`src/rtl/ni_packetizer_if.sv`:
```
// Bundle of the request, payload and flit handshakes of the NI packetizer.
// The slave modport is the packetizer's view; the master modport is the
// view of whoever drives requests/payload and sinks flits.
interface ni_packetizer_if #(
   parameter int PACKET_ADDR_COL_W = 4,
   parameter int PACKET_ADDR_ROW_W = 4,
   parameter int FLIT_DATA_W       = 8,
   parameter int LEN_W             = 4
);

   logic                          req_valid_i;
   logic                          req_ready_o;
   logic [PACKET_ADDR_COL_W-1:0]  req_col_addr_i;
   logic [PACKET_ADDR_ROW_W-1:0]  req_row_addr_i;
   logic [LEN_W-1:0]              req_len_i;
   logic                          data_valid_i;
   logic                          data_ready_o;
   logic [FLIT_DATA_W-1:0]        data_i;
   logic                          flit_valid_o;
   logic                          flit_ready_i;
   logic [FLIT_DATA_W+1:0]        flit_o;
   logic                          busy_o;

   modport slave (
      input  req_valid_i,
      input  req_col_addr_i,
      input  req_row_addr_i,
      input  req_len_i,
      input  data_valid_i,
      input  data_i,
      input  flit_ready_i,
      output req_ready_o,
      output data_ready_o,
      output flit_valid_o,
      output flit_o,
      output busy_o
   );

   modport master (
      output req_valid_i,
      output req_col_addr_i,
      output req_row_addr_i,
      output req_len_i,
      output data_valid_i,
      output data_i,
      output flit_ready_i,
      input  req_ready_o,
      input  data_ready_o,
      input  flit_valid_o,
      input  flit_o,
      input  busy_o
   );

endinterface

```
`src/rtl/ni_packetizer.sv`:
```
// Resource-side NI transmitter for the XY mesh. A send request becomes a
// HEAD flit carrying {row, col} (col in the LSBs), followed by one flit per
// payload word with the last one marked TAIL; a zero-length request becomes
// a single HEAD_TAIL flit. Flits sit in one output register that is held
// stable until the router takes them.
//
// Optional feature, macro NI_SELF_ADDR_DROP_EN: requests addressed to this
// node (COL_CORD, ROW_CORD) are accepted and their payload drained, but no
// flit is emitted; drop_o pulses for one cycle after such an accept.
module ni_packetizer #(
   parameter logic [3:0] COL_CORD          = 4'd0,
   parameter logic [3:0] ROW_CORD          = 4'd0,
   parameter int         PACKET_ADDR_COL_W = 4,
   parameter int         PACKET_ADDR_ROW_W = 4,
   parameter int         FLIT_DATA_W       = 8,
   parameter int         LEN_W             = 4
) (
   input  logic           clk_i,
   input  logic           rst_i,
`ifdef NI_SELF_ADDR_DROP_EN
   output logic           drop_o,
`endif
   ni_packetizer_if.slave bus
);

   localparam int FLIT_W = FLIT_DATA_W + 2;

   localparam logic [1:0] TYPE_BODY      = 2'b00;
   localparam logic [1:0] TYPE_HEAD      = 2'b01;
   localparam logic [1:0] TYPE_TAIL      = 2'b10;
   localparam logic [1:0] TYPE_HEAD_TAIL = 2'b11;

   typedef enum logic {
      IDLE,
      BODY
   } state_t;

   state_t                  state_q;
   state_t                  state_d;
   logic [LEN_W-1:0]        remaining_q;
   logic [LEN_W-1:0]        remaining_d;
   logic                    flit_valid_q;
   logic [FLIT_W-1:0]       flit_q;
   logic [FLIT_W-1:0]       flit_d;
   logic                    load_flit;
   logic                    out_free;
   logic                    req_ready;
   logic                    data_ready;
   logic                    req_fire;
   logic                    data_fire;
   logic [FLIT_DATA_W-1:0]  header_data;

   // Parameter sanity: the header must fit in a flit and the node's own
   // coordinates must be representable in the address fields.
   if ((32'(COL_CORD) >= (1 << PACKET_ADDR_COL_W)) ||
       (32'(ROW_CORD) >= (1 << PACKET_ADDR_ROW_W)) ||
       (FLIT_DATA_W < PACKET_ADDR_COL_W + PACKET_ADDR_ROW_W)) begin : g_param_check
      $error("ni_packetizer: inconsistent address/flit parameters");
   end

`ifdef NI_SELF_ADDR_DROP_EN
   localparam logic [PACKET_ADDR_COL_W-1:0] SELF_COL = PACKET_ADDR_COL_W'(COL_CORD);
   localparam logic [PACKET_ADDR_ROW_W-1:0] SELF_ROW = PACKET_ADDR_ROW_W'(ROW_CORD);

   logic self_hit;
   logic drop_fire;
   logic drop_mode_q;
   logic drop_mode_d;
   logic drop_q;

   assign self_hit = (bus.req_col_addr_i == SELF_COL) && (bus.req_row_addr_i == SELF_ROW);
   assign drop_o   = drop_q;
`endif

   // Header payload: zero padding above {row, col}, col in the LSBs.
   always_comb begin
      header_data = '0;
      header_data[PACKET_ADDR_COL_W-1:0] = bus.req_col_addr_i;
      header_data[PACKET_ADDR_COL_W +: PACKET_ADDR_ROW_W] = bus.req_row_addr_i;
   end

   assign out_free = !flit_valid_q || bus.flit_ready_i;

   // Next-state, handshake readies and the flit to load this cycle.
   always_comb begin
      state_d     = state_q;
      remaining_d = remaining_q;
      flit_d      = flit_q;
      load_flit   = 1'b0;
      req_ready   = 1'b0;
      data_ready  = 1'b0;
      req_fire    = 1'b0;
      data_fire   = 1'b0;
`ifdef NI_SELF_ADDR_DROP_EN
      drop_fire   = 1'b0;
      drop_mode_d = drop_mode_q;
`endif
      case (state_q)
         IDLE: begin
            req_ready = out_free && !rst_i;
            req_fire  = bus.req_valid_i && req_ready;
            if (req_fire) begin
`ifdef NI_SELF_ADDR_DROP_EN
               if (self_hit) begin
                  drop_fire = 1'b1;
                  if (bus.req_len_i != '0) begin
                     state_d     = BODY;
                     remaining_d = bus.req_len_i;
                     drop_mode_d = 1'b1;
                  end
               end else
`endif
               begin
                  load_flit = 1'b1;
                  if (bus.req_len_i == '0) begin
                     flit_d = {TYPE_HEAD_TAIL, header_data};
                  end else begin
                     flit_d      = {TYPE_HEAD, header_data};
                     state_d     = BODY;
                     remaining_d = bus.req_len_i;
                  end
               end
            end
         end
         BODY: begin
`ifdef NI_SELF_ADDR_DROP_EN
            if (drop_mode_q) data_ready = !rst_i;
            else
`endif
            data_ready = out_free && !rst_i;
            data_fire  = bus.data_valid_i && data_ready;
            if (data_fire) begin
               remaining_d = remaining_q - LEN_W'(1);
`ifdef NI_SELF_ADDR_DROP_EN
               if (!drop_mode_q)
`endif
               begin
                  load_flit = 1'b1;
                  flit_d    = {(remaining_q == LEN_W'(1)) ? TYPE_TAIL : TYPE_BODY, bus.data_i};
               end
               if (remaining_q == LEN_W'(1)) begin
                  state_d = IDLE;
`ifdef NI_SELF_ADDR_DROP_EN
                  drop_mode_d = 1'b0;
`endif
               end
            end
         end
         default: begin
            state_d = IDLE;
         end
      endcase
   end

   // State, length counter and output register; a load in the same cycle
   // as a handoff simply replaces the flit and keeps valid high.
   always_ff @(posedge clk_i) begin
      if (rst_i) begin
         state_q      <= IDLE;
         remaining_q  <= '0;
         flit_valid_q <= 1'b0;
         flit_q       <= '0;
      end else begin
         state_q     <= state_d;
         remaining_q <= remaining_d;
         if (load_flit) begin
            flit_q       <= flit_d;
            flit_valid_q <= 1'b1;
         end else if (bus.flit_ready_i) begin
            flit_valid_q <= 1'b0;
         end
      end
   end

`ifdef NI_SELF_ADDR_DROP_EN
   // Tracks whether the current body is being drained silently, and
   // produces the one-cycle drop indication after a self-addressed accept.
   always_ff @(posedge clk_i) begin
      if (rst_i) begin
         drop_mode_q <= 1'b0;
         drop_q      <= 1'b0;
      end else begin
         drop_mode_q <= drop_mode_d;
         drop_q      <= drop_fire;
      end
   end
`endif

   assign bus.req_ready_o  = req_ready;
   assign bus.data_ready_o = data_ready;
   assign bus.flit_valid_o = flit_valid_q;
   assign bus.flit_o       = flit_q;
   assign bus.busy_o       = (state_q != IDLE) || flit_valid_q;

endmodule

```
`src/flat_wrapper.sv`:
```
// flat-port wrapper written by rule: the top's interface ports become plain ports
module ni_packetizer_flat 
#(
   parameter logic [3:0] COL_CORD          = 4'd0,
   parameter logic [3:0] ROW_CORD          = 4'd0,
   parameter int         PACKET_ADDR_COL_W = 4,
   parameter int         PACKET_ADDR_ROW_W = 4,
   parameter int         FLIT_DATA_W       = 8,
   parameter int         LEN_W             = 4
)
  (clk_i, rst_i, bus_req_valid_i, bus_req_col_addr_i, bus_req_row_addr_i, bus_req_len_i, bus_data_valid_i, bus_data_i, bus_flit_ready_i, bus_req_ready_o, bus_data_ready_o, bus_flit_valid_o, bus_flit_o, bus_busy_o);
  ni_packetizer_if #(.PACKET_ADDR_COL_W(PACKET_ADDR_COL_W), .PACKET_ADDR_ROW_W(PACKET_ADDR_ROW_W), .FLIT_DATA_W(FLIT_DATA_W), .LEN_W(LEN_W)) bus_i ();
  input  logic clk_i;
  input  logic rst_i;
  input wire logic [$bits(bus_i.req_valid_i)-1:0] bus_req_valid_i;
  input wire logic [$bits(bus_i.req_col_addr_i)-1:0] bus_req_col_addr_i;
  input wire logic [$bits(bus_i.req_row_addr_i)-1:0] bus_req_row_addr_i;
  input wire logic [$bits(bus_i.req_len_i)-1:0] bus_req_len_i;
  input wire logic [$bits(bus_i.data_valid_i)-1:0] bus_data_valid_i;
  input wire logic [$bits(bus_i.data_i)-1:0] bus_data_i;
  input wire logic [$bits(bus_i.flit_ready_i)-1:0] bus_flit_ready_i;
  output wire logic [$bits(bus_i.req_ready_o)-1:0] bus_req_ready_o;
  output wire logic [$bits(bus_i.data_ready_o)-1:0] bus_data_ready_o;
  output wire logic [$bits(bus_i.flit_valid_o)-1:0] bus_flit_valid_o;
  output wire logic [$bits(bus_i.flit_o)-1:0] bus_flit_o;
  output wire logic [$bits(bus_i.busy_o)-1:0] bus_busy_o;
  assign bus_i.req_valid_i = bus_req_valid_i;
  assign bus_i.req_col_addr_i = bus_req_col_addr_i;
  assign bus_i.req_row_addr_i = bus_req_row_addr_i;
  assign bus_i.req_len_i = bus_req_len_i;
  assign bus_i.data_valid_i = bus_data_valid_i;
  assign bus_i.data_i = bus_data_i;
  assign bus_i.flit_ready_i = bus_flit_ready_i;
  assign bus_req_ready_o = bus_i.req_ready_o;
  assign bus_data_ready_o = bus_i.data_ready_o;
  assign bus_flit_valid_o = bus_i.flit_valid_o;
  assign bus_flit_o = bus_i.flit_o;
  assign bus_busy_o = bus_i.busy_o;
  ni_packetizer #(.COL_CORD(COL_CORD), .ROW_CORD(ROW_CORD), .PACKET_ADDR_COL_W(PACKET_ADDR_COL_W), .PACKET_ADDR_ROW_W(PACKET_ADDR_ROW_W), .FLIT_DATA_W(FLIT_DATA_W), .LEN_W(LEN_W)) u_core (.clk_i(clk_i), .rst_i(rst_i), .bus(bus_i));
endmodule
```
`config.mk`:
```
export PLATFORM = sky130hd
export DESIGN_NAME = ni_packetizer_flat
export DESIGN_NICKNAME = d
export VERILOG_FILES = /design/src/rtl/ni_packetizer_if.sv /design/src/rtl/ni_packetizer.sv /design/src/flat_wrapper.sv
export SDC_FILE = /design/constraint.sdc
export NUM_CORES = 1
export LEC_CHECK = 0
export CAP_MARGIN = 20
export CORE_MARGIN = 8
export CORE_UTILIZATION = 43
export DETAILED_ROUTE_END_ITERATION = 8
export PLACE_DENSITY = 0.83
export REMOVE_ABC_BUFFERS = 1
export SLEW_MARGIN = 20
export SYNTH_ARGS = -nofsm -noshare
export SYNTH_HDL_FRONTEND = slang
export SYNTH_SLANG_ARGS = --single-unit
```
`constraint.sdc`:
```
create_clock -name clk_i -period 2.9 [get_ports clk_i]
set_input_delay 0.435 -clock clk_i [delete_from_list [all_inputs] [get_ports clk_i]]
set_output_delay 0.435 -clock clk_i [all_outputs]
set_load 0.1 [all_outputs]
```
# Word level (Yosys, flattened, before mapping)
# Index checks and enable logic that the tools add are counted.
[totals]
word_cells = 42
ff_bits = 16
[classes]
n_mux = 21
reduce_logical = 11
n_addsub = 1
bitwise = 1
n_eq_ne = 4
[op_table]
columns = ["op", "count"]
rows = [
  ["two-way mux 10 bit", 3],
  ["case mux 10 bit (2 select lines)", 1],
  ["two-way mux 4 bit", 3],
  ["two-way mux 1 bit", 10],
  ["case mux 4 bit (2 select lines)", 1],
  ["AND reduction 3 bit", 2],
  ["equality test 4 x 1 -> 1 bit (second input constant)", 1],
  ["zero test 4 bit", 1],
  ["!= test 2 bit (second input constant)", 2],
  ["case mux 1 bit (2 select lines)", 2],
  ["subtractor 4 x 1 -> 4 bit (second input constant)", 1],
  ["logical AND 1 bit", 3],
  ["zero test 1 bit", 2],
  ["logical OR 1 bit", 2],
  ["two-way mux 2 bit", 1],
  ["!= test 2 x 1 -> 1 bit (second input constant)", 1],
  ["nonzero test 2 bit", 1],
  ["inverter 1 bit", 1],
]

# Depth between registers and ports, before layout
[logic_depth]
ltp_word = 7
depth_mapped = 6

# Worst setup path after synthesis
# OpenSTA, ideal clock, no wires.
[synth_path]
path_type = "reg2out"
start = "reg u_core.flit_valid_q (netlist: u_core.bus.flit_valid_o)"
end = "out bus_data_ready_o"
arrival_time_ps = 3105
path_stages_with_launch = 4
n_path_buf = 1
setup_slack_ps = -640
path_cell_list = "dfxtp_1 nor2b_1 buf_2 nor3_1"
[synth_via]
elab_chain_cells = 4
[synth_lines]
columns = ["item", "line_no", "rtl"]
rows = [
  ["from (decl)", "ni_packetizer.sv:42", "logic flit_valid_q;"],
  ["from (signal assigned)", "ni_packetizer.sv:161", "flit_valid_q <= 1'b0;"],
  ["from (signal assigned)", "ni_packetizer.sv:168", "flit_valid_q <= 1'b1;"],
  ["from (signal assigned)", "ni_packetizer.sv:170", "flit_valid_q <= 1'b0;"],
  ["zero test 1 bit", "ni_packetizer.sv:82", "assign out_free = !flit_valid_q || bus.flit_ready_i;"],
  ["logical OR 1 bit", "ni_packetizer.sv:82", ""],
  ["logical AND 1 bit", "ni_packetizer.sv:130", "data_ready = out_free && !rst_i;"],
  ["two-way mux 1 bit", "ni_packetizer.sv:98", "case (state_q)"],
  ["to (decl)", "flat_wrapper.sv:23", "output wire logic [$bits(bus_i.data_ready_o)-1:0] bus_data_ready_o;"],
]
# No other way between the ends.

# Final worst setup path
[layout_path]
start = "in rst_i"
end = "out bus_data_ready_o"
[layout_via]
elab_chain_cells = 3
[layout_lines]
columns = ["item", "line_no", "rtl"]
rows = [
  ["from (decl)", "flat_wrapper.sv:14", "input logic rst_i;"],
  ["zero test 1 bit", "ni_packetizer.sv:130", ""],
  ["logical AND 1 bit", "ni_packetizer.sv:130", ""],
  ["two-way mux 1 bit", "ni_packetizer.sv:98", ""],
]
# No other way between the ends.

==> out/qor_table.md <==
| Item | This run | Unit |
|---|---|---|
| Pin slew with the least headroom to its limit | 0.665 | ns |
| Gp weighted congestion | 0.774 | - |
| Maximum number of pins on one net before global-route repair | 21 | - |
| Ordered list of cells on the worst path | clkdlybuf4s50_1, nor3_1, buf_12 | - |
| Source of the worst hold timing path | u_core.bus.flit_o[8] | - |
| Kind of critical path | input pin to output pin | - |
| Post-Synthesis Cell Area | 838 | µm² |
| Startpoint kind of the worst setup timing path | input pin | - |
| Placement row count | 16 | - |
| CP max stage cell | sky130_fd_sc_hd__clkdlybuf4s50_1 | - |
| Area growth from synthesis to final layout | 51.3 | % |
| Final setup slack of the worst path | 0.693 | ns |
| Dominant combinational cell family by area after synthesis | compound AO/OA/AOI/OAI gates | - |
| Yosys reg bits | 16 | - |
| Element type at the critical path end | output pin | - |
| Initial antenna violation count | 0 | - |
| Mean number of vias per cell | 5.24 | - |
| Die X-Extent | 60.2 | µm |
| Adder and majority gate portion of the synthesized area | 0.0299 | - |
| Fill cell total of the finished layout | 159 | - |
| Critical Path AT | 1.77 | ns |
| Skew final | 0.00412 | ns |
| Hold-fix buffers, CTS | 0 | - |
| Number of synthesis warnings | 0 | - |
| Synth unique cells | 28 | - |
| Number of routed nets with antenna violations | 0 | - |
| Share of the synthesized area in the top cell type | 0.382 | - |
| CP startpoint | rst_i | - |
| Post-Synthesis Mean Instance Area | 8.82 | µm² |
| Result of the run | completed | - |
| Diode insertion count for antenna repair | 0 | - |
| Crit share post-route | 0.761 | - |
| Total detailed-routing wirelength | 2220 | µm |
| Number of instances in the synthesized netlist | 95 | - |
| Number of global-route vias before repair | 874 | - |
| Pre-CTS worst setup slack | 0.584 | ns |
| Detailed-routing iteration count for the pre-antenna-repair pass | 4 | - |
| Worst-skew pair later-pin latency | 0.30 | ns |
| Synthesized-area fraction occupied by and/or/nand/nor cells | 0.173 | - |
| Total core area | 0.00190 | mm² |
| Starting density of the core | 0.441 | - |
| Post-synthesis compound-gate area fraction | 0.234 | - |
| Clock transition at the register clock pins on the worst setup and hold paths after CTS | 0.10 | ns |
| Main area contributors after synthesis | sky130_fd_sc_hd__dfxtp_1 (38%), sky130_fd_sc_hd__mux2i_1 (12%), sky130_fd_sc_hd__a211oi_1 (9.0%) | - |
| Wire length of the first global-routing pass | 3730 | µm |
| DR vias | 844 | - |
| Worst slew margin relative to its limit | 0.556 | - |
| # port buffers | 38 | - |
| Setup Viol. Count Final | 0 | - |
| Setup repair after global routing missed its margin | no | - |
| Static Leak | 0.000496 | µW |
| Final hold vios | 0 | - |
| Maximum clock rate | 0.453 | GHz |
| Total buffers and inverters traversed by the critical path | 2 | - |
| Kind of path behind the tightest hold check | flip-flop to flip-flop | - |
| Delay of the slowest cell on the worst path | 0.67 | ns |
| Number of H-tree levels | 1 | - |
| Multi-input gate area in the final layout | 467 | µm² |
| Critical Path Fanout Max | 13 | - |
| Origin of the critical flop-to-flop path | u_core.state_q | - |
| Remaining global-route overflow | 0 | - |
| Library cell occupying the most area in the post-synthesis netlist | sky130_fd_sc_hd__dfxtp_1 | - |
| Largest vdd supply drop | 365 | µV |
| Buffer levels on the longest clock path | 2 | - |
| Post CTS Setup Buffer Count | 0 | - |
| Violation count after the first detailed-routing iteration | 4 | - |
| DR WL/cell | 13.8 | µm |
| TritonCTS clock tree | yes | - |
| Critical path data required time | 2.47 | ns |
| Vertical die dimension | 60.2 | µm |
| Multiplexer area fraction after synthesis | 0.119 | - |
| Cell at the root of the clock tree | sky130_fd_sc_hd__clkbuf_4 | - |
| XOR/XNOR share of the synthesized area | 0 | - |
| HPWL after detailed placement | 1780 | µm |
| Post-detailed-route DRC marker count | 0 | - |
| Number of max-slew violations in the final report | 0 | - |
| Sequential cell area | 320 | µm² |
| Layout Nets | 162 | - |
| Aggregate global-route resource usage | 0.134 | - |
| Area of all placed cells without fillers | 0.00127 | mm² |
| Ports | 39 | - |
| Number of max-cap violations | 0 | - |
| Portion of the post-synthesis area used by sequential elements | 0.382 | - |
| Final critical path time including I/O delays and setup | 2.21 | ns |
| Die Footprint | 0.00362 | mm² |
| Num CTS Buffers | 3 | - |
| Pwr dens | 533 | mW/mm² |
| Kind of cell adding the most delay to the critical path | buffers and inverters | - |
| DP Area | 0.00123 | mm² |
| Post-Route Setup TNS | 0 | ns |
| Hold slack final | 0.500 | ns |
| Post-CTS resize count | 0 | - |
| Fraction of layout cells with a size suffix above 1 | 0.179 | - |
| Clock sinks | 16 | - |
## area by class of cell
class / count / area share
well taps: 27 / 0.0266
flip-flops and latches: 16 / 0.252
multi-input cells: 68 / 0.368
clock buffers: 4 / 0.0286
inverters: 5 / 0.0148
repair buffers: 41 / 0.310
## kinds of logic (layout without fill, tap and decap cells)
family                     Yosys count  in the layout
AOI/OAI and AO/OA                   26             26
adders and majority gates            2              2
buffers and inverters               11             50
DFF                                 16             16
muxes                               10             10
and+or+nand+nor                     30             30
## registers in the layout, summed over array words and instances (netlist names)
signal                   count
u_core.bus.flit_o           10
u_core.state_q               1
u_core.remaining_q           4
u_core.bus.flit_valid_o      1
## Yosys cell counts
master / n
sky130_fd_sc_hd__mux2i_1: 10
sky130_fd_sc_hd__dfxtp_1: 16
sky130_fd_sc_hd__a32o_1: 1
sky130_fd_sc_hd__a31oi_1: 1
sky130_fd_sc_hd__a221oi_1: 1
sky130_fd_sc_hd__or2_2: 1
sky130_fd_sc_hd__buf_2: 2
sky130_fd_sc_hd__nand3_1: 1
sky130_fd_sc_hd__inv_1: 5
sky130_fd_sc_hd__nor2_1: 18
sky130_fd_sc_hd__buf_1: 1
sky130_fd_sc_hd__ha_1: 2
sky130_fd_sc_hd__buf_6: 1
sky130_fd_sc_hd__a22o_1: 1
sky130_fd_sc_hd__nor3_1: 2
sky130_fd_sc_hd__nor2b_1: 1
sky130_fd_sc_hd__nor3_2: 1
sky130_fd_sc_hd__a211oi_1: 10
sky130_fd_sc_hd__a21oi_1: 5
sky130_fd_sc_hd__or4_1: 2
sky130_fd_sc_hd__nor3b_1: 2
sky130_fd_sc_hd__nor4_1: 1
sky130_fd_sc_hd__o31ai_1: 2
sky130_fd_sc_hd__o21ai_0: 3
sky130_fd_sc_hd__a2111oi_4: 1
sky130_fd_sc_hd__clkbuf_1: 2
sky130_fd_sc_hd__o21ai_1: 1
sky130_fd_sc_hd__nand2_1: 1
## placed cells by master, fill, tap and decap left out
master                             n
sky130_fd_sc_hd__nor4_1            1
sky130_fd_sc_hd__clkdlybuf4s50_1  24
sky130_fd_sc_hd__a22o_1            1
sky130_fd_sc_hd__nor2_1           18
sky130_fd_sc_hd__clkbuf_4          3
sky130_fd_sc_hd__nor3_2            1
sky130_fd_sc_hd__o31ai_1           2
sky130_fd_sc_hd__inv_1             5
sky130_fd_sc_hd__dfxtp_1          16
sky130_fd_sc_hd__a21oi_1           5
sky130_fd_sc_hd__buf_12            2
sky130_fd_sc_hd__ha_1              2
sky130_fd_sc_hd__a211oi_1         10
sky130_fd_sc_hd__o21ai_1           1
sky130_fd_sc_hd__a221oi_1          1
sky130_fd_sc_hd__nor3b_1           2
sky130_fd_sc_hd__nand2_1           1
sky130_fd_sc_hd__o21ai_0           3
sky130_fd_sc_hd__a32o_1            1
sky130_fd_sc_hd__or2_2             1
sky130_fd_sc_hd__buf_4            15
sky130_fd_sc_hd__nand3_1           1
sky130_fd_sc_hd__a31oi_1           1
sky130_fd_sc_hd__a2111oi_4         1
sky130_fd_sc_hd__nor2b_1           1
sky130_fd_sc_hd__clkbuf_8          1
sky130_fd_sc_hd__nor3_1            2
sky130_fd_sc_hd__mux2i_1          10
sky130_fd_sc_hd__or4_1             2
## power by group
part           internal, µW  switching (µW)  total [µW]  leakage, µW
registers               239            12.4         251     0.000132
logic                  89.9             181         271     0.000343
clock network          76.6            78.4         155    0.0000210
total                   405             272         677     0.000496
## path summary, 6_finish.rpt
kind / end / slack [ns] / depth (start not counted)
setup / recovery: bus_data_ready_o / 0.69 / 3
hold / removal: u_core.bus.flit_o[8] / 0.50 / 2
setup reg to reg: u_core.remaining_q[2] / 1.00 / 5
hold reg to reg: u_core.bus.flit_o[8] / 0.50 / 2
## routing by layer
layer	wire (µm)	global-route usage	up-vias	part of all wire
met5	0	0	-	0
met4	27	0.0442	0	0.012
met3	280	0.0817	3	0.13
met2	1010	0.212	37	0.46
met1	900	0.142	378	0.41
li1	-	-	426	-
## worst register-to-register path, cell delays in order, from the launching register on
cell,delay (ns)
sky130_fd_sc_hd__dfxtp_1,0.32
sky130_fd_sc_hd__buf_4,0.26
sky130_fd_sc_hd__mux2i_1,0.20
sky130_fd_sc_hd__a2111oi_4,0.56
sky130_fd_sc_hd__o21ai_0,0.17
sky130_fd_sc_hd__a32o_1,0.29
## stage by stage
step / cells / util / power (µW)
finish: 161 / 0.667 / 677
CTS: 161 / 0.667 / 680
global route: 161 / 0.667 / 702
global placement: 157 / 0.648 / 523
detailed placement: 157 / 0.648 / 528
floorplan: 89 / - / 439
No activity file was read; power rests on OpenSTA's default activity.
==> RTL change: new RTL, same settings <==
`LEN_W` is set to 4 in 3 places; all go to 8.
--- a/src/rtl/ni_packetizer_if.sv
+++ b/src/rtl/ni_packetizer_if.sv
@@ -5,7 +5,7 @@
    parameter int PACKET_ADDR_COL_W = 4,
    parameter int PACKET_ADDR_ROW_W = 4,
    parameter int FLIT_DATA_W       = 8,
-   parameter int LEN_W             = 4
+   parameter int LEN_W             = 8
 );
 
    logic                          req_valid_i;
--- a/src/rtl/ni_packetizer.sv
+++ b/src/rtl/ni_packetizer.sv
@@ -13,7 +13,7 @@
    parameter int         PACKET_ADDR_COL_W = 4,
    parameter int         PACKET_ADDR_ROW_W = 4,
    parameter int         FLIT_DATA_W       = 8,
-   parameter int         LEN_W             = 4
+   parameter int         LEN_W             = 8
 ) (
    input  logic           clk_i,
    input  logic           rst_i,
--- a/src/flat_wrapper.sv
+++ b/src/flat_wrapper.sv
@@ -6,7 +6,7 @@
    parameter int         PACKET_ADDR_COL_W = 4,
    parameter int         PACKET_ADDR_ROW_W = 4,
    parameter int         FLIT_DATA_W       = 8,
-   parameter int         LEN_W             = 4
+   parameter int         LEN_W             = 8
 )
   (clk_i, rst_i, bus_req_valid_i, bus_req_col_addr_i, bus_req_row_addr_i, bus_req_len_i, bus_data_valid_i, bus_data_i, bus_flit_ready_i, bus_req_ready_o, bus_data_ready_o, bus_flit_valid_o, bus_flit_o, bus_busy_o);
   ni_packetizer_if #(.PACKET_ADDR_COL_W(PACKET_ADDR_COL_W), .PACKET_ADDR_ROW_W(PACKET_ADDR_ROW_W), .FLIT_DATA_W(FLIT_DATA_W), .LEN_W(LEN_W)) bus_i ();
Interface: changed (resized bus_req_len_i); port bits go from 39 to 43. The function was not compared with the original's and may differ.
==> RTL change against the original RTL <==
  * Clock skew rose by 0.0022 ns
  * Design area grew 24%
  * Non-clock buffer count grew 6
  * Power increased by 19%
  * Sequential cell count grew 4
  * Critical path type is now in -> reg
  * Utilization fell by 2.2 points
  * Wire length is 39% higher
  * Clock power rose by 4%
  * Area after synthesis rose by 30%
  * Worst setup slack better by 0.023 ns
==> RTL change: results (changes against the original RTL) <==
The number of buffer cells added on primary ports came out at 42 (+11%). Following the worst setup path forward leads to its endpoint at u_core.remaining_q[0]. The biggest fanout along the worst timing path is 11 (-2). The maximum resistive drop on vdd came out at 0.351 mV (-3.8%).

The wire length of the first global-routing pass came out at 5240 um (+40%). The share of final-layout standard cells stronger than drive strength 1 was 17.4% (-0.55 points). The adder and majority cell fraction of the synthesized area came to 2.30% (-0.68 points). The tightest slew margin relative to the limit came out at 72.3% (+17 points). The detailed router's first-iteration violation count came out at 67 (+63). The pin count of the biggest net entering global routing is 20 (-4.8%). The sequential cell area fraction in the yosys report came out at 36.8% (-1.4 points).

In this run the critical register-to-register path is launched from u_core.remaining_q[3]. The clock slew at the register clock pins of the worst setup and hold paths is 0.12 ns (+0.02 ns). The final estimated routing congestion in global placement was 0.842 (+8.7%). By area the synthesized netlist is led by sky130_fd_sc_hd__dfxtp_1 37%, sky130_fd_sc_hd__mux2i_1 9.2%, sky130_fd_sc_hd__a211oi_1 6.2%. The placed standard-cell area is 0.00153 mm2 (+24%). The startpoint of the most critical setup path is bus_req_len_i[1]. The depth of the worst register-to-register path came out at 4 (-1). The sum of net half-perimeters after detailed placement came out at 2430 um (+36%).

The overall routing resource usage came to 14.5% (+1.2 points). The arrival time of data at the critical path endpoint came to 2.38 ns (+0.61 ns). The worst register-to-register path ends at u_core.bus.flit_o[9]. The pre-CTS setup slack came to 0.442 ns (-0.143 ns).

The register-to-register path setup slack came out at 1.06 ns (+0.06 ns). The final-stage net count came out at 199 (+23%). The cell internal power dissipation is 494 uW (+22%). The detail-routed via count per cell was 5.73 (+9.3%).

The aggregate routed wire length was 3080 um (+39%). The number of global-route vias before repair is 1186 (+36%). The flow ran to the end, and the final reports show no timing, DRC or antenna violations. The multiplexer area fraction after synthesis is 9.21% (-2.7 points).

The share of the synthesized area in compound gates (AO/OA/AOI/OAI) was 25.4% (+2.0 points). The number of distinct standard cells referenced by the synthesized netlist was 38 (+36%). The final worst clock skew came out at 0.00636 ns (+0.00224 ns). The leakage power figure came out at 0.607 nW (+22%). Sorting the synthesized cells by how often they occur yields 20 x sky130_fd_sc_hd__dfxtp_1, 11 x sky130_fd_sc_hd__nor2_1, 10 x sky130_fd_sc_hd__mux2i_1.

The cell total after placement is 193 (+23%). The synthesized instance count came out at 126 (+33%). The total via count after detailed routing is 1129 (+34%).
==> RTL change: changes by cell type after synthesis, moves of 3 or more <==
cell and delta:
sky130_fd_sc_hd__a32o_1 +3, sky130_fd_sc_hd__nor4_1 +3, sky130_fd_sc_hd__clkbuf_1 +3, sky130_fd_sc_hd__dfxtp_1 +4, sky130_fd_sc_hd__nand2_1 +5, sky130_fd_sc_hd__nand3_1 +4
sky130_fd_sc_hd__nor2_1 -7
==> RTL change: cell families after synthesis <==
family,after synthesis
muxes,10
and+or+nand+nor,40
AOI/OAI and AO/OA,37
adders and majority gates,2
DFF,20
buffers and inverters,17
==> RTL change: cell type report <==
type                            instances  area, um2
Fill cell                             218        863
Multi-Input combinational cell         89        621
Timing Repair Buffer                   47        448
Sequential cell                        20        400
Tap cell                               30       37.5
Clock buffer                            4       36.3
Inverter                                7       26.3
==> RTL change: worst max-delay path, stage by stage <==
cell	delay (ns)
sky130_fd_sc_hd__clkdlybuf4s50_1	0.44
sky130_fd_sc_hd__nor4_1	0.40
sky130_fd_sc_hd__nand3_1	0.41
sky130_fd_sc_hd__and2_1	0.38
sky130_fd_sc_hd__a221oi_1	0.31
==> RTL change: power groups by stage <==
stage | clock network, mW | logic, mW | registers [mW]
2_1_floorplan | 0 | 0.123 | 0.420
5_1_grt | 0.180 | 0.348 | 0.324
3_3_place_gp | 0 | 0.323 | 0.325
3_5_place_dp | 0 | 0.327 | 0.326
4_1_cts | 0.165 | 0.328 | 0.320
6_report | 0.161 | 0.327 | 0.320
==> RTL change: routing by layer <==
layer	GRT usage (%)	vias up	routed length, um
li1	-	553	-
met1	17.2	519	1260
met2	23.4	55	1430
met3	6.78	2	383
met4	2.93	0	11
met5	0	-	0
